==> config.mk <==
export PLATFORM = sky130hd
export DESIGN_NAME = pic_priority_core
export DESIGN_NICKNAME = d
export VERILOG_FILES = /design/src/rtl/pic_pkg.sv /design/src/rtl/pic_prio_encoder.sv /design/src/rtl/pic_priority_core.sv
export SDC_FILE = /design/constraint.sdc
export NUM_CORES = 1
export LEC_CHECK = 0
export CAP_MARGIN = 20
export CORE_MARGIN = 4
export CORE_UTILIZATION = 40
export CTS_CLUSTER_SIZE = 16
export DETAILED_ROUTE_END_ITERATION = 12
export GPL_ROUTABILITY_DRIVEN = 0
export PLACE_DENSITY = 0.69
export RECOVER_POWER = 100
export SLEW_MARGIN = 20
export SYNTH_ARGS = -nofsm -noshare
export SYNTH_HDL_FRONTEND = slang
export SYNTH_SLANG_ARGS = --single-unit
==> constraint.sdc <==
create_clock -name clk -period 2.41 [get_ports clk]
set_input_delay 0.482 -clock clk [delete_from_list [all_inputs] [get_ports clk]]
set_output_delay 0.482 -clock clk [all_outputs]
set_load 0.05 [all_outputs]
==> src/rtl/pic_pkg.sv <==
// Shared constants, FSM encoding and priority helper for the PIC request/priority stage.
package pic_pkg;

  localparam int unsigned NUM_IR = 8;
  localparam int unsigned LVL_W  = 3;

  // Level reported when INTA arrives with nothing pending.
  localparam logic [LVL_W-1:0] SPUR_LVL = 3'd7;

  typedef enum logic [0:0] {StIdle, StWait2} pic_state_e;

  // Rank 0 is the highest-priority level; with low_pri = 7 the rank equals the level.
  function automatic logic [LVL_W-1:0] prio_rank(input logic [LVL_W-1:0] lvl,
                                                  input logic [LVL_W-1:0] low_pri);
    logic [LVL_W-1:0] top;
    top = low_pri + 3'd1;
    return lvl - top;
  endfunction

endpackage

==> src/rtl/pic_prio_encoder.sv <==
// Combinational 8-to-3 highest-priority encoder; level low_pri_i+1 (mod 8) ranks first.
module pic_prio_encoder
  import pic_pkg::*;
(
  input  logic [NUM_IR-1:0] req_i,
  input  logic [LVL_W-1:0]  low_pri_i,
  output logic [LVL_W-1:0]  lvl_o,
  output logic              valid_o
);

  logic [LVL_W-1:0] idx;

  always_comb begin
    lvl_o   = '0;
    valid_o = 1'b0;
    idx     = '0;
    for (int unsigned i = 0; i < NUM_IR; i++) begin
      idx = low_pri_i + 3'd1 + LVL_W'(i);
      if (!valid_o && req_i[idx]) begin
        valid_o = 1'b1;
        lvl_o   = idx;
      end
    end
  end

endmodule

==> src/rtl/pic_priority_core.sv <==
// PIC request capture, masking, priority resolution and two-pulse INTA handshake.
// Optional rotating priority is enabled by defining PIC_ROTATE_PRIORITY_EN.
module pic_priority_core
  import pic_pkg::*;
#(
  parameter int unsigned SYNC_STAGES = 2
) (
  input  logic              clk,
  input  logic              rst_n,
  input  logic [NUM_IR-1:0] ir_i,
  input  logic [NUM_IR-1:0] imr_i,
  input  logic              ltim_i,
  input  logic              aeoi_i,
  input  logic              inta_n_i,
  input  logic              eoi_ns_i,
  input  logic              eoi_sp_i,
  input  logic [LVL_W-1:0]  eoi_level_i,
`ifdef PIC_ROTATE_PRIORITY_EN
  input  logic              rotate_i,
`endif
  output logic              int_req_o,
  output logic [NUM_IR-1:0] irr_o,
  output logic [NUM_IR-1:0] isr_o,
  output logic [LVL_W-1:0]  vec_level_o,
  output logic              vec_valid_o,
  output logic              spurious_o
);

  logic [SYNC_STAGES-1:0][NUM_IR-1:0] ir_sync_q;
  logic [SYNC_STAGES-1:0]             inta_sync_q;
  logic [NUM_IR-1:0]                  ir_prev_q;
  logic                               inta_prev_q;
  logic [NUM_IR-1:0]                  ir_s;
  logic                               inta_s;

  pic_state_e        state_q, state_d;
  logic [NUM_IR-1:0] irr_q, irr_d, isr_q, isr_d;
  logic [LVL_W-1:0]  ack_lvl_q, ack_lvl_d, vec_level_q, vec_level_d;
  logic              spur_q, spur_d, int_req_q, int_req_d;
  logic              vec_valid_q, vec_valid_d, spurious_q, spurious_d;

  logic [NUM_IR-1:0] pending, rise, inta_set, eoi_clr, irr_clr;
  logic [LVL_W-1:0]  req_lvl, cur_lvl, low_pri;
  logic              req_vld, cur_vld, inta_fall, ack1, ack2, want_int;

`ifdef PIC_ROTATE_PRIORITY_EN
  logic [LVL_W-1:0] low_pri_q, low_pri_d;
  assign low_pri = low_pri_q;
`else
  assign low_pri = SPUR_LVL;
`endif

  assign ir_s      = ir_sync_q[SYNC_STAGES-1];
  assign inta_s    = inta_sync_q[SYNC_STAGES-1];
  assign inta_fall = inta_prev_q & ~inta_s;
  assign ack1      = (state_q == StIdle) && inta_fall;
  assign ack2      = (state_q == StWait2) && inta_fall;
  assign pending   = irr_q & ~imr_i;
  assign rise      = ir_s & ~ir_prev_q;

  pic_prio_encoder u_req_enc (
    .req_i     (pending),
    .low_pri_i (low_pri),
    .lvl_o     (req_lvl),
    .valid_o   (req_vld)
  );

  pic_prio_encoder u_cur_enc (
    .req_i     (isr_q),
    .low_pri_i (low_pri),
    .lvl_o     (cur_lvl),
    .valid_o   (cur_vld)
  );

  assign want_int = req_vld &&
                    (!cur_vld || (prio_rank(req_lvl, low_pri) < prio_rank(cur_lvl, low_pri)));

  always_comb begin
    state_d     = state_q;
    ack_lvl_d   = ack_lvl_q;
    spur_d      = spur_q;
    vec_level_d = vec_level_q;
    vec_valid_d = 1'b0;
    spurious_d  = 1'b0;
    inta_set    = '0;
    eoi_clr     = '0;
    irr_clr     = '0;
`ifdef PIC_ROTATE_PRIORITY_EN
    low_pri_d   = low_pri_q;
`endif

    if (ack1) begin
      state_d = StWait2;
      if (req_vld) begin
        ack_lvl_d         = req_lvl;
        spur_d            = 1'b0;
        inta_set[req_lvl] = 1'b1;
        irr_clr[req_lvl]  = 1'b1;
      end else begin
        ack_lvl_d = SPUR_LVL;
        spur_d    = 1'b1;
      end
    end

    if (eoi_sp_i) begin
      eoi_clr[eoi_level_i] = 1'b1;
    end else if (eoi_ns_i && cur_vld) begin
      eoi_clr[cur_lvl] = 1'b1;
`ifdef PIC_ROTATE_PRIORITY_EN
      if (rotate_i) low_pri_d = cur_lvl;
`endif
    end

    if (ack2) begin
      state_d     = StIdle;
      vec_level_d = ack_lvl_q;
      vec_valid_d = 1'b1;
      spurious_d  = spur_q;
      if (aeoi_i && !spur_q) begin
        eoi_clr[ack_lvl_q] = 1'b1;
`ifdef PIC_ROTATE_PRIORITY_EN
        if (rotate_i) low_pri_d = ack_lvl_q;
`endif
      end
    end

    // An INTA set outranks an EOI clear on the same bit.
    isr_d = (isr_q & ~eoi_clr) | inta_set;

    if (ltim_i) begin
      irr_d = ir_s & ~irr_clr;
    end else begin
      irr_d = (irr_q | rise) & ~irr_clr;
      // An edge request withdrawn before acknowledge is forgotten.
      if (state_q == StIdle) irr_d = irr_d & ir_s;
    end

    int_req_d = (state_q == StIdle) && !inta_fall && want_int;
  end

  always_ff @(posedge clk or negedge rst_n) begin
    if (!rst_n) begin
      ir_sync_q   <= '0;
      inta_sync_q <= '1;
      ir_prev_q   <= '0;
      inta_prev_q <= 1'b1;
      state_q     <= StIdle;
      irr_q       <= '0;
      isr_q       <= '0;
      ack_lvl_q   <= '0;
      spur_q      <= 1'b0;
      int_req_q   <= 1'b0;
      vec_level_q <= '0;
      vec_valid_q <= 1'b0;
      spurious_q  <= 1'b0;
`ifdef PIC_ROTATE_PRIORITY_EN
      low_pri_q   <= SPUR_LVL;
`endif
    end else begin
      ir_sync_q   <= {ir_sync_q[SYNC_STAGES-2:0], ir_i};
      inta_sync_q <= {inta_sync_q[SYNC_STAGES-2:0], inta_n_i};
      ir_prev_q   <= ir_s;
      inta_prev_q <= inta_s;
      state_q     <= state_d;
      irr_q       <= irr_d;
      isr_q       <= isr_d;
      ack_lvl_q   <= ack_lvl_d;
      spur_q      <= spur_d;
      int_req_q   <= int_req_d;
      vec_level_q <= vec_level_d;
      vec_valid_q <= vec_valid_d;
      spurious_q  <= spurious_d;
`ifdef PIC_ROTATE_PRIORITY_EN
      low_pri_q   <= low_pri_d;
`endif
    end
  end

  assign int_req_o   = int_req_q;
  assign irr_o       = irr_q;
  assign isr_o       = isr_q;
  assign vec_level_o = vec_level_q;
  assign vec_valid_o = vec_valid_q;
  assign spurious_o  = spurious_q;

endmodule
==> impl_metrics.toml <==
[sta]
slew_viol_final = 0
tns_ps = 0
worst-slew-pin-transition_ps = 1249
clock_skew_ps = 8.266
period_share_pct = 90.85
clock.fmax_ghz = 0.4567
fin_crit_ps = 2190
relSlewSlack_pct = 16.71
setup_violations = 0
rsz0062_at_grt = "no"
finalHoldViolations = 0
fin_hold_ws_ps = 351.5
setup_ws_ps = 220.5

[worst_setup_path]
slowest_stage = "dlygate4sd3_1"
end_kind = "output pin"
start_kind = "flip-flop"
worstReg2RegStart = "isr_o[2]$_DFF_PN0_"
crit_fanout = 6
path_buf_inv = 1
rrSetupSlack_ps = 340
arrival_ps = 1710
r2r-end = "int_req_o$_DFF_PN0_"
cp_cell_sequence = "dlygate4sd3_1"
path_delay_family = "buffers and inverters"
crit_type = "flip-flop to output pin"
required_ps = 1930
reg2reg_depth = 7
critPathMaxStageDelay_ps = 920

[clock_network]
cts_buffers = 5
cts_root_buf = "clkbuf_8"
cts_setup_buffers = 0
cts_resized = 0
cts-hold-fix-buffers = 0
cts_tree = "yes"
ctsLongestPathBuffers = 2
worstSkewPairLatency_ps = 300
clk_pin_slew_ps = 90
numClockSinks = 54
cts_max_level = 2

[yosys]
async_flop_share_pct = 100.0
synth_top_family_by_area = "simple AND/OR/NAND/NOR gates"
synth_compound_area_share_pct = 16.43
synth_fa_ha_area_share_pct = 0.5476
netlist_instances = 218
syn_nets = 245
syn_area_um2 = 2285
post_synth.cell_area_avg_um2 = 10.48
synth_simple_gate_area_share_pct = 21.74
yosys_register_bits = 54
synthXorXnorAreaFrac_pct = 0
ys_types = 43
synth_mux_area_share_pct = 0
ys_warn_count = 0
seq_area_frac_synth_pct = 59.31
synth-edff-count = 0
synth_flop_cell = "dfrtp_1"

[place]
hpwl_mm = 3.709
dpl.cell_count = 339
dpl_worst_slack_ps = -74.90
port_buffers = 47

[min_path]
holdPathStages = 0
hold_path.class = "flip-flop to flip-flop"
min_from = "ir_sync_q[6]$_DFF_PN0_"
hold_end = "ir_s[6]$_DFF_PN0_"

[status]
outcome = "finished, final reports clean"

[global_routing]
grt_max_degree = 33
grt_pass1_vias = 1808
grt_first_pass_wirelength_mm = 8.397
gr-usage-all-layers_pct = 14.87
grt.overflow.total = 0
antenna_found_initial = 0

[die]
initial_core_util_pct = 41.49
fp-row-count = 27
fp.dieH_um = 83.58
die_area_um2 = 6985
die_x_um = 83.58
ios = 48
core_um2 = 5507

[finish]
multi_input_area_um2 = 878.3
layout-drive-gt1-share_pct = 6.182
seq_area_um2 = 1355
area_delta_synth_final_pct = 29.46
final_cell_mix = "51 x dfrtp_1, 32 x dlygate4sd3_1, 30 x o21ai_0"
instances_no_fill = 347
antenna-diode-count = 0
final_common_cell = "dfrtp_1"
layout.nets = 301
fill_cells = 516

[route]
dr.pass1.iters = 5
vias = 1780
antenna_left = 0
viasPerCell = 5.130
drc = 0
drt_iter0_drc = 115
drt-total-wl_mm = 4.860
wire_per_inst_um = 14.01

[power]
finalPower_uw = 2747
power_leakage_uw = 0.001306
powerDensity_nw_per_um2 = 928.8
ir_drop_mv = 0.4680

[flow_run]
max-cap-violations = 0
-- metrics by stage --
stage	utilization, %	instance area (µm²)
final	53.72	2958
after global routing	53.72	2958
after CTS	54.19	2984
after detailed placement	52.22	2875
after global placement	52.22	2875
after floorplan	-	2285
-- worst reg2reg max path, delay by kind of cell, from the launching register on --
family / cells / cell delay [ps]
adders and majority gates: 1 / 270
and+or+nand+nor: 5 / 1020
DFF: 1 / 460
AOI/OAI and AO/OA: 1 / 230
-- worst max path at each step --
stage / from / cells after the start / slack, ps / endpoint
after floorplan: isr_o[2]$_DFF_PN0_ / 7 / 340 / int_req_o$_DFF_PN0_
after global placement: imr_i[1] / 8 / 20 / int_req_o$_DFF_PN0_
after detailed placement: imr_i[1] / 8 / -70 / int_req_o$_DFF_PN0_
after CTS: imr_i[1] / 8 / 240 / int_req_o$_DFF_PN0_
after global routing: imr_i[1] / 8 / 120 / int_req_o$_DFF_PN0_
final: isr_o[1]$_DFF_PN0_ / 1 / 220 / isr_o[1]
-- metal layers --
metal	global-route usage (%)	vias up	part of all wire (%)
met5	0	-	0
met4	5.702	0	1.6
met3	4.738	6	6.6
met2	23.86	52	48
met1	18.67	842	44
li1	-	880	-
-- cell families (layout without fill, tap and decap cells) --
logic type	Yosys count	after routing
simple gates	90	90
buf+inv	12	69
fa+ha+maj	1	1
compound gates	61	61
flops	54	54
-- synthesized netlist by cell type, drive strengths merged, types with 4 or more instances --
master  number  share of area, %
nor2        14               2.3
nand3        4              0.88
nand2       26               4.3
o21ai       33               7.2
and2         4               1.1
nand2b      11               3.0
dfrtp       51                56
nor2b        9               2.5
inv         10               1.6
a21oi        6               1.3
nand3b       5               1.6
nor3         4              0.88
-- where the power goes --
group,switching (µW),internal [µW]
Clock,275,306
Sequential,136,1040
Combinational,645,349
-- area by class of cell --
class                      instances  share of cell area, %
multi-input combinational        152                  29.70
clock buffer                       5                  2.327
clock inverter                     3                  1.354
timing repair buffer              51                  16.50
inverter                          10                  1.269
sequential                        54                  45.81
tap                               72                  3.046
-- registers in the layout (all words and copies together), names as in the netlist, 2 cells and up --
register and count:
inta_sync_q 2, ack_lvl_q 3, irr_o 8, isr_o 8
ir_sync_q 8, ir_s 8, vec_level_o 3, ir_prev_q 8
Note: power is estimated with default switching activity, not from simulation.
